**src/rtl/fpga_conf_pkg.sv**
```systemverilog
// Shared command codes, frame length and major-mode encodings for the HF config register block.
package fpga_conf_pkg;

    localparam logic [3:0] CMD_SET_CONFREG = 4'b0001;
    localparam logic [3:0] CMD_WRITE       = 4'b0010;
    localparam logic [3:0] CMD_READ        = 4'b0011;

    localparam int unsigned FRAME_BITS = 16;

    typedef enum logic [2:0] {
        HF_READ_TX       = 3'b000,
        HF_READ_RX_XCORR = 3'b001,
        HF_SIMULATOR     = 3'b010,
        HF_ISO14443A     = 3'b011,
        HF_SNOOP         = 3'b100,
        MODE_OFF         = 3'b111
    } major_mode_e;

endpackage

```
**src/rtl/spi_sync_rx.sv**
```systemverilog
// Oversampling SPI slave: synchronises spck/ncs/mosi into the local clock, assembles 16-bit
// frames and shifts readback data out on miso.
module spi_sync_rx
    import fpga_conf_pkg::*;
#(
    parameter int unsigned SYNC_STAGES = 2
) (
    input  logic        clk,
    input  logic        rst,
    input  logic        spck,
    input  logic        ncs,
    input  logic        mosi,
    input  logic [7:0]  tx_data,
    output logic        miso,
    output logic        frame_done,
    output logic        frame_ok,
    output logic [15:0] frame_word
);

    logic [SYNC_STAGES-1:0] spck_sync_q, ncs_sync_q, mosi_sync_q;
    logic                   spck_prev_q, ncs_prev_q;
    logic                   active_q;
    logic [4:0]             bit_cnt_q;
    logic [15:0]            shift_rx_q, shift_tx_q;
    logic                   spck_s, ncs_s, mosi_s;
    logic                   spck_rise, spck_fall, ncs_rise, ncs_fall;

    assign spck_s = spck_sync_q[SYNC_STAGES-1];
    assign ncs_s  = ncs_sync_q[SYNC_STAGES-1];
    assign mosi_s = mosi_sync_q[SYNC_STAGES-1];

    assign spck_rise = spck_s & ~spck_prev_q;
    assign spck_fall = ~spck_s & spck_prev_q;
    assign ncs_rise  = ncs_s & ~ncs_prev_q;
    assign ncs_fall  = ~ncs_s & ncs_prev_q;

    // Syncs reset low so a chip select already asserted at reset release never opens a frame.
    always_ff @(posedge clk) begin
        if (rst) begin
            spck_sync_q <= '0;
            ncs_sync_q  <= '0;
            mosi_sync_q <= '0;
            spck_prev_q <= 1'b0;
            ncs_prev_q  <= 1'b0;
            active_q    <= 1'b0;
            bit_cnt_q   <= '0;
            shift_rx_q  <= '0;
            shift_tx_q  <= '0;
            miso        <= 1'b0;
        end else begin
            spck_sync_q <= {spck_sync_q[SYNC_STAGES-2:0], spck};
            ncs_sync_q  <= {ncs_sync_q[SYNC_STAGES-2:0], ncs};
            mosi_sync_q <= {mosi_sync_q[SYNC_STAGES-2:0], mosi};
            spck_prev_q <= spck_s;
            ncs_prev_q  <= ncs_s;
            if (ncs_fall) begin
                active_q   <= 1'b1;
                bit_cnt_q  <= '0;
                shift_tx_q <= {tx_data, 8'h00};
            end else if (ncs_rise) begin
                active_q <= 1'b0;
            end else if (active_q) begin
                if (spck_rise) begin
                    shift_rx_q <= {shift_rx_q[14:0], mosi_s};
                    if (bit_cnt_q != 5'd31) begin
                        bit_cnt_q <= bit_cnt_q + 5'd1;
                    end
                end
                if (spck_fall) begin
                    miso       <= shift_tx_q[15];
                    shift_tx_q <= {shift_tx_q[14:0], 1'b0};
                end
            end
        end
    end

    assign frame_done = ncs_rise & active_q;
    assign frame_ok   = (bit_cnt_q == 5'(FRAME_BITS));
    assign frame_word = shift_rx_q;

endmodule

```
**src/rtl/fpga_conf_regs.sv**
```systemverilog
// SPI-programmed config register file with readback, frame error flag and a guard window that
// parks major_mode at MODE_OFF whenever the mode bits of reg0 change.
module fpga_conf_regs
    import fpga_conf_pkg::*;
#(
    parameter int unsigned NUM_REGS     = 4,
    parameter int unsigned GUARD_CYCLES = 16,
    parameter int unsigned SYNC_STAGES  = 2
) (
    input  logic                  ck_1356meg,
    input  logic                  rst,
    input  logic                  spck,
    input  logic                  ncs,
    input  logic                  mosi,
    output logic                  miso,
    output logic [7:0]            conf_word,
    output logic [2:0]            major_mode,
    output logic [8*NUM_REGS-1:0] regs_flat,
    output logic                  wr_strobe,
    output logic [3:0]            wr_addr,
    output logic                  mode_guard,
    output logic                  frame_err,
    input  logic                  err_clr
);

    localparam int unsigned AW = (NUM_REGS > 1) ? $clog2(NUM_REGS) : 1;
    localparam int unsigned TW = $clog2(GUARD_CYCLES + 1);
    localparam logic [TW-1:0] GUARD_LOAD = TW'(GUARD_CYCLES - 1);

    logic [7:0]    regs_q [NUM_REGS];
    logic [AW-1:0] read_ptr_q;
    logic [TW-1:0] timer_q;

    logic        frame_done, frame_ok;
    logic [15:0] frame_word;
    logic [3:0]  cmd, addr, wr_idx;
    logic [7:0]  data;
    logic        addr_ok, wr_en, ptr_en, err_set, mode_change;

    spi_sync_rx #(
        .SYNC_STAGES(SYNC_STAGES)
    ) u_rx (
        .clk       (ck_1356meg),
        .rst       (rst),
        .spck      (spck),
        .ncs       (ncs),
        .mosi      (mosi),
        .tx_data   (regs_q[read_ptr_q]),
        .miso      (miso),
        .frame_done(frame_done),
        .frame_ok  (frame_ok),
        .frame_word(frame_word)
    );

    assign cmd     = frame_word[15:12];
    assign addr    = frame_word[11:8];
    assign data    = frame_word[7:0];
    assign addr_ok = ({28'd0, addr} < NUM_REGS);

    always_comb begin
        wr_en   = 1'b0;
        ptr_en  = 1'b0;
        err_set = 1'b0;
        wr_idx  = addr;
        if (frame_done) begin
            if (!frame_ok) begin
                err_set = 1'b1;
            end else begin
                case (cmd)
                    CMD_SET_CONFREG: begin
                        wr_en  = 1'b1;
                        wr_idx = 4'd0;
                    end
                    CMD_WRITE: begin
                        wr_en   = addr_ok;
                        err_set = ~addr_ok;
                    end
                    CMD_READ: begin
                        ptr_en  = addr_ok;
                        err_set = ~addr_ok;
                    end
                    default: ;
                endcase
            end
        end
    end

    assign mode_change = wr_en && (wr_idx == 4'd0) && (data[7:5] != regs_q[0][7:5]);

    always_ff @(posedge ck_1356meg) begin
        if (rst) begin
            for (int i = 0; i < NUM_REGS; i++) begin
                regs_q[i] <= '0;
            end
            read_ptr_q <= '0;
            timer_q    <= '0;
            wr_strobe  <= 1'b0;
            wr_addr    <= '0;
            mode_guard <= 1'b0;
            major_mode <= 3'b000;
            frame_err  <= 1'b0;
        end else begin
            wr_strobe <= wr_en;
            if (wr_en) begin
                regs_q[wr_idx[AW-1:0]] <= data;
                wr_addr                <= wr_idx;
            end
            if (ptr_en) begin
                read_ptr_q <= addr[AW-1:0];
            end
            if (err_set) begin
                frame_err <= 1'b1;
            end else if (err_clr) begin
                frame_err <= 1'b0;
            end
            // A new mode change reloads the timer even if a guard is already running.
            if (mode_change) begin
                mode_guard <= 1'b1;
                timer_q    <= GUARD_LOAD;
                major_mode <= MODE_OFF;
            end else if (mode_guard) begin
                if (timer_q == '0) begin
                    mode_guard <= 1'b0;
                    major_mode <= regs_q[0][7:5];
                end else begin
                    timer_q <= timer_q - TW'(1);
                end
            end
        end
    end

    assign conf_word = regs_q[0];

    for (genvar i = 0; i < NUM_REGS; i++) begin : g_flat
        assign regs_flat[8*i +: 8] = regs_q[i];
    end

endmodule

```
**config.mk**
```make
export PLATFORM = sky130hd
export DESIGN_NAME = fpga_conf_regs
export DESIGN_NICKNAME = d
export VERILOG_FILES = /design/src/rtl/fpga_conf_pkg.sv /design/src/rtl/spi_sync_rx.sv /design/src/rtl/fpga_conf_regs.sv
export SDC_FILE = /design/constraint.sdc
export NUM_CORES = 1
export LEC_CHECK = 0
export BUFFER_PORTS_ARGS = -buffer_cell sky130_fd_sc_hd__buf_2
export CELL_PAD_IN_SITES_DETAIL_PLACEMENT = 1
export CELL_PAD_IN_SITES_GLOBAL_PLACEMENT = 2
export CORE_MARGIN = 3
export CORE_UTILIZATION = 40
export DETAILED_ROUTE_END_ITERATION = 16
export PLACE_DENSITY_LB_ADDON = 0.1
export SETUP_SLACK_MARGIN = 0.3
export SLEW_MARGIN = 30
export SYNTH_ARGS = -nofsm -noshare
export SYNTH_HDL_FRONTEND = slang
export SYNTH_SLANG_ARGS = --single-unit
export TNS_END_PERCENT = 30
```
**constraint.sdc**
```tcl
create_clock -name ck_1356meg -period 6.25 [get_ports ck_1356meg]
set_input_delay 1.25 -clock ck_1356meg [delete_from_list [all_inputs] [get_ports ck_1356meg]]
set_output_delay 1.25 -clock ck_1356meg [all_outputs]
set_load 0.05 [all_outputs]
```
# Word-level counts from Yosys, hierarchy flattened
# Memories as Yosys holds them, arrays and structs flattened. A register that Yosys moved wholly into a read port is not among the register bits.
# Cells that the tools add are included.
[op_classes]
bitwise = 13
order_cmp = 1
mux = 39
reduce_logical = 21
n_addsub = 2
eq_ne = 8
[op_table]
columns = ["op", "count"]
rows = [
  ["two-way mux 16 bit", 4],
  ["two-way mux 4 bit", 6],
  ["two-way mux 1 bit", 21],
  ["AND reduction 4 bit", 3],
  ["nonzero test 2 bit", 6],
  ["two-way mux 3 bit", 3],
  ["== test 4 x 2 -> 1 bit, second input constant", 2],
  ["two-way mux 8 bit", 1],
  ["NOT 1 bit", 8],
  ["OR reduction 8 bit", 1],
  ["two-way mux 2 bit", 3],
  ["AND reduction 2 bit", 3],
  ["OR reduction 2 bit", 3],
  ["adder 5 x 1 -> 5 bit, second input constant", 1],
  ["AND 1 bit", 5],
  ["== test 5 bit, second input constant", 1],
  ["zero test 5 bit", 1],
  ["inequality test 5 bit, second input constant", 1],
  ["subtractor 5 x 1 -> 5 bit, second input constant", 1],
  ["== test 4 x 1 -> 1 bit, second input constant", 1],
  ["zero test 4 bit", 1],
  ["< comparator 4 x 3 -> 1 bit, second input constant", 1],
  ["inequality test 2 bit, second input constant", 2],
  ["inequality test 3 bit", 1],
  ["3 further kinds", 4],
]
[word_totals]
mem_bits_rw = 32
word_cells = 103
regBits = 56
out_inout_bits = 51
inputBits = 6
mem_count = 1
[mem_list]
columns = ["memory", "words", "word_bits", "read_ports", "rd_ports_with_merged_regs", "write_ports", "line_no", "rtl"]
rows = [
  ["regs_q", 4, 8, 5, 1, 4, "fpga_conf_regs.sv:30", "logic [7:0] regs_q [NUM_REGS];"],
]

# Longest topological paths before layout
[logic_depth]
ltp_word = 9
depth_mapped = 7
ltp_nobuf = 7

# By module
# A second synthesis with hierarchy kept.
[unflattened]
hier_cells = 347
area_unflattened_um2 = 3843.7
[modules_own_cells]
columns = ["mod", "instances", "seq_area_each_um2", "cells_each", "area_each_um2"]
rows = [
  ["fpga_conf_regs", 1, 1341.3, 171, 2289.7],
  ["spi_sync_rx", 1, 780.7, 176, 1554.0],
]

# Least setup slack after synthesis
# No wires, ideal clock.
[synth_path]
kind = "in2reg"
start = "input rst"
end = "memory regs_q[0][0], enable pin"
setup_ns = 0.271
n_path_buf = 2
t_required_ns = 5.979
arrival_time_ns = 1.970
setup_slack_ns = 4.010
stages = 3
path_cell_list = "buf_2 -> clkbuf_1 -> or2_2"
[synth_lines]
columns = ["element", "line_no", "rtl"]
rows = [
  ["start: declaration", "fpga_conf_regs.sv:11", "input logic rst,"],
  ["end: declaration", "fpga_conf_regs.sv:30", ""],
]

==> reports/qor.json <==
{
  "count_of_inserted_antenna_diode_cells": 0,
  "drtAntennaViolNets": 0,
  "achievable-frequency_ghz": 0.414,
  "setup.worst_path.start_class": "register",
  "htreeDepth": 3,
  "floorplan.io_pins": 57,
  "post-route-min-period_ns": 2.41,
  "clock_skew_ns": 0.0116,
  "drt-wirelength-per-cell_microns": 18.0,
  "yosysTopAreaCell": "dfxtp_1",
  "worstSetupEndpoint": "conf_word[7]",
  "yosys-top-cells-area": "dfxtp_1 30%, edfxtp_1 24%, and2_1 4.1%",
  "max_slew.worst_pin.slew_ns": 0.661,
  "cts.repair_timing.setup_buffer_count": 0,
  "total_number_of_vias": 2748,
  "timing_max_transition_violations_final": 0,
  "post-synth-top-count-cell": "dfxtp_1",
  "netlist.area_leader.share_pct": 29.6,
  "post_drt_via_cell_ratio": 5.19,
  "min_delay_worst_type": "reg2reg",
  "crit_type": "reg2out",
  "synth_flop_cell": "dfxtp_1",
  "cellInternalPower_uw": 850,
  "synth-warning-count": 0,
  "cp_data_arrival_time_ns": 1.16,
  "timing.critical_path.to_type": "output pin",
  "post_cts.resized_instances": 0,
  "worst_ep_required_time_ns": 5.00,
  "drt_wl_total_microns": 9500,
  "r2r_setup_slack_ns": 4.04,
  "pre_cts_slack_ns": 3.54,
  "cts_tree": "yes",
  "finalWorstSetupSlack_ns": 3.84,
  "core-area_sq_um": 9370,
  "cts_hold_buffers": 0,
  "globalplace.congestion": 0.729,
  "worst-path-buf-inv": 1,
  "clock_path_buffers": 2,
  "critical_path_cell_count": 1,
  "totalNegativeSetupSlack_ns": 0,
  "worstReg2RegEnd": "regs_q[2][0]$_SDFFCE_PN0P_",
  "asyncSetResetFlopFracSynth_pct": 0,
  "grtUsageTotal_pct": 18.1,
  "synth_area_sq_um": 3930,
  "ir_drop_v": 0.0000937,
  "clkSlewWorstSetupHoldPaths_ns": 0.09,
  "synth.lib_cells_used.distinct": 51,
  "rsz0062_at_grt": "false",
  "detail_route.first_pass.iterations": 4,
  "comb_power_share_pct": 6.2,
  "timing.final.hold_violations": 0,
  "postSynthAreaPerCell_sq_um": 11.2,
  "tritoncts.num_buffers": 9,
  "drt_first_iter_violations": 66,
  "total_leakage_power_nw": 1.82,
  "post-route-drc-count": 0,
  "grt_pass1_wl_microns": 15600,
  "clk-insertion-delay-late_ns": 0.36,
  "critPathLaunch": "regs_q[0][7]$_SDFFCE_PN0P_",
  "swShare_pct": 24.0,
  "syn_nets": 364,
  "num_rows": 35,
  "synthesis.instances": 350,
  "timing.max_slew.rel_slack_pct": 55.8,
  "outcome": "completed",
  "synth_top_cells_by_count": "58 x dfxtp_1, 38 x nand2_1, 32 x edfxtp_1, 26 x and2_1, 20 x a21oi_1",
  "synth-edff-count": 32,
  "port_buffers": 56,
  "die_h_microns": 105,
  "p_seq_share_pct": 55.5,
  "critical_path.max_fanout": 5,
  "post-route-period-util_pct": 38.6,
  "die-area_sq_um": 11000,
  "final_nets": 409,
  "number_of_register_bits_inferred_by_synthesis": 90,
  "global_route.overflow_total": 0,
  "drive_gt1_share_pct": 23.5,
  "power_density_nw_per_um2": 250,
  "timing.critical_path.cells": "buf_2",
  "detailed_place_hpwl_microns": 6800,
  "power.switching_uw": 268,
  "critical-path-slowest-cell": "edfxtp_1",
  "cts_root_buffer": "clkbuf_8",
  "crit_family": "flip-flops",
  "clock_power_share_pct": 38.2,
  "finalSetupViolations": 0,
  "number_of_antenna_violations_at_the_first_check_in_global_routing": 0,
  "largest_net_degree_at_the_start_of_global_routing": 48,
  "cts.sink_count": 90,
  "timing.critical_path.slowest_cell_delay_ns": 0.49,
  "crit-reg2reg-launch": "u_rx.bit_cnt_q[0]$_SDFFE_PP0P_",
  "register_area_share_after_synthesis_pct": 54.0,
  "grt_pass1_vias": 2761,
  "die-width_microns": 105,
  "maxCapViolCount": 0,
  "fin_total_pwr_mw": 1.12,
  "initial_utilization_pct": 41.9,
  "rr_worst_depth": 6,
  "utilization_pct": 47.7,
  "area_delta_synth_final_pct": 13.9
}
==> placed cells by master (no fill, tap or decap), types with 2 or more instances in the layout <==
master and n:
xor2_1 4, nand2_1 38, nor3b_1 3, nand3_1 6, inv_1 11, nor3_1 7, xnor2_1 5, mux4_2 5
nand4b_1 2, buf_2 56, mux2i_1 9, nor2_1 11, nand4_1 2, dfxtp_1 58, a211oi_1 2, clkbuf_8 10
edfxtp_1 32, or2_2 3, o32ai_1 2, nand2b_1 14, nor2b_1 11, o21ai_0 8, ha_1 8, mux4_1 3
and2_1 26, a21oi_1 20, and3_1 12, a32o_1 6, nor4_4 2
==> through the flow <==
step	hold WS (ns)	instances	area [sq um]
after floorplan	0.414	350	3930
after global placement	0.423	513	4250
after detailed placement	0.428	513	4250
after CTS	0.447	529	4470
after global routing	0.469	529	4470
final	0.443	529	4470
==> flip-flops by register name, indices dropped and copies added (netlist names), named ones only <==
| signal | cells |
|---|---|
| wr_strobe | 1 |
| u_rx.ncs_sync_q | 2 |
| mode_guard | 1 |
| u_rx.spck_prev_q | 1 |
| regs_q | 32 |
| u_rx.spck_sync_q | 2 |
| frame_err | 1 |
| u_rx.bit_cnt_q | 5 |
| wr_addr | 4 |
| u_rx.frame_word | 16 |
| u_rx.mosi_sync_q | 2 |
| major_mode | 3 |
| timer_q | 5 |
| u_rx.active_q | 1 |
| u_rx.shift_tx_q | 8 |
| read_ptr_q | 2 |
| u_rx.ncs_prev_q | 1 |
| u_rx.miso | 1 |
==> metal layers <==
metal	wire, microns	GRT usage [%]	part of all wire [%]
met4	127	6.19	1.3
met1	4610	25.0	49
met5	0	0	0
met3	310	3.52	3.3
met2	4450	28.6	47
==> logic make-up after synthesis <==
group,count (synthesis),share of synthesized area (%)
adder cells (fa/ha/maj),8,2.55
flip-flops,90,54.0
AO/OA/AOI/OAI,43,7.01
buffers and inverters,33,4.30
multiplexers,18,7.45
XOR/XNOR,9,2.01
AND/OR/NAND/NOR,149,22.7
==> worst min-delay path by stage <==
stage,start,end,depth (start not counted)
after global routing,u_rx.mosi_sync_q[1]$_SDFF_PP0_,u_rx.frame_word[0]$_SDFFE_PP0P_,2
after global placement,u_rx.ncs_sync_q[0]$_SDFF_PP0_,u_rx.ncs_sync_q[1]$_SDFF_PP0_,1
final,u_rx.mosi_sync_q[1]$_SDFF_PP0_,u_rx.frame_word[0]$_SDFFE_PP0P_,2
after floorplan,u_rx.mosi_sync_q[0]$_SDFF_PP0_,u_rx.mosi_sync_q[1]$_SDFF_PP0_,1
after CTS,u_rx.mosi_sync_q[1]$_SDFF_PP0_,u_rx.frame_word[0]$_SDFFE_PP0P_,2
after detailed placement,u_rx.ncs_sync_q[0]$_SDFF_PP0_,u_rx.ncs_sync_q[1]$_SDFF_PP0_,1
==> area by class of cell <==
cell class / count / area [sq um]
clock inverter: 4 / 48.8
inverter: 10 / 37.5
sequential: 90 / 2120
clock buffer: 12 / 166
fill: 1075 / 4900
multi-input combinational: 227 / 1650
tap: 129 / 161
timing repair buffer: 57 / 288
==> power groups by stage <==
| stage | logic (mW) | clock network, mW | registers [mW] |
|---|---|---|---|
| floorplan | 0.0291 | 0 | 0.658 |
| global placement | 0.0691 | 0 | 0.634 |
| detailed placement | 0.0701 | 0 | 0.634 |
| CTS | 0.0702 | 0.436 | 0.621 |
| global route | 0.0737 | 0.462 | 0.622 |
| finish | 0.0697 | 0.427 | 0.621 |
Note: power is estimated with default switching activity, not from simulation.
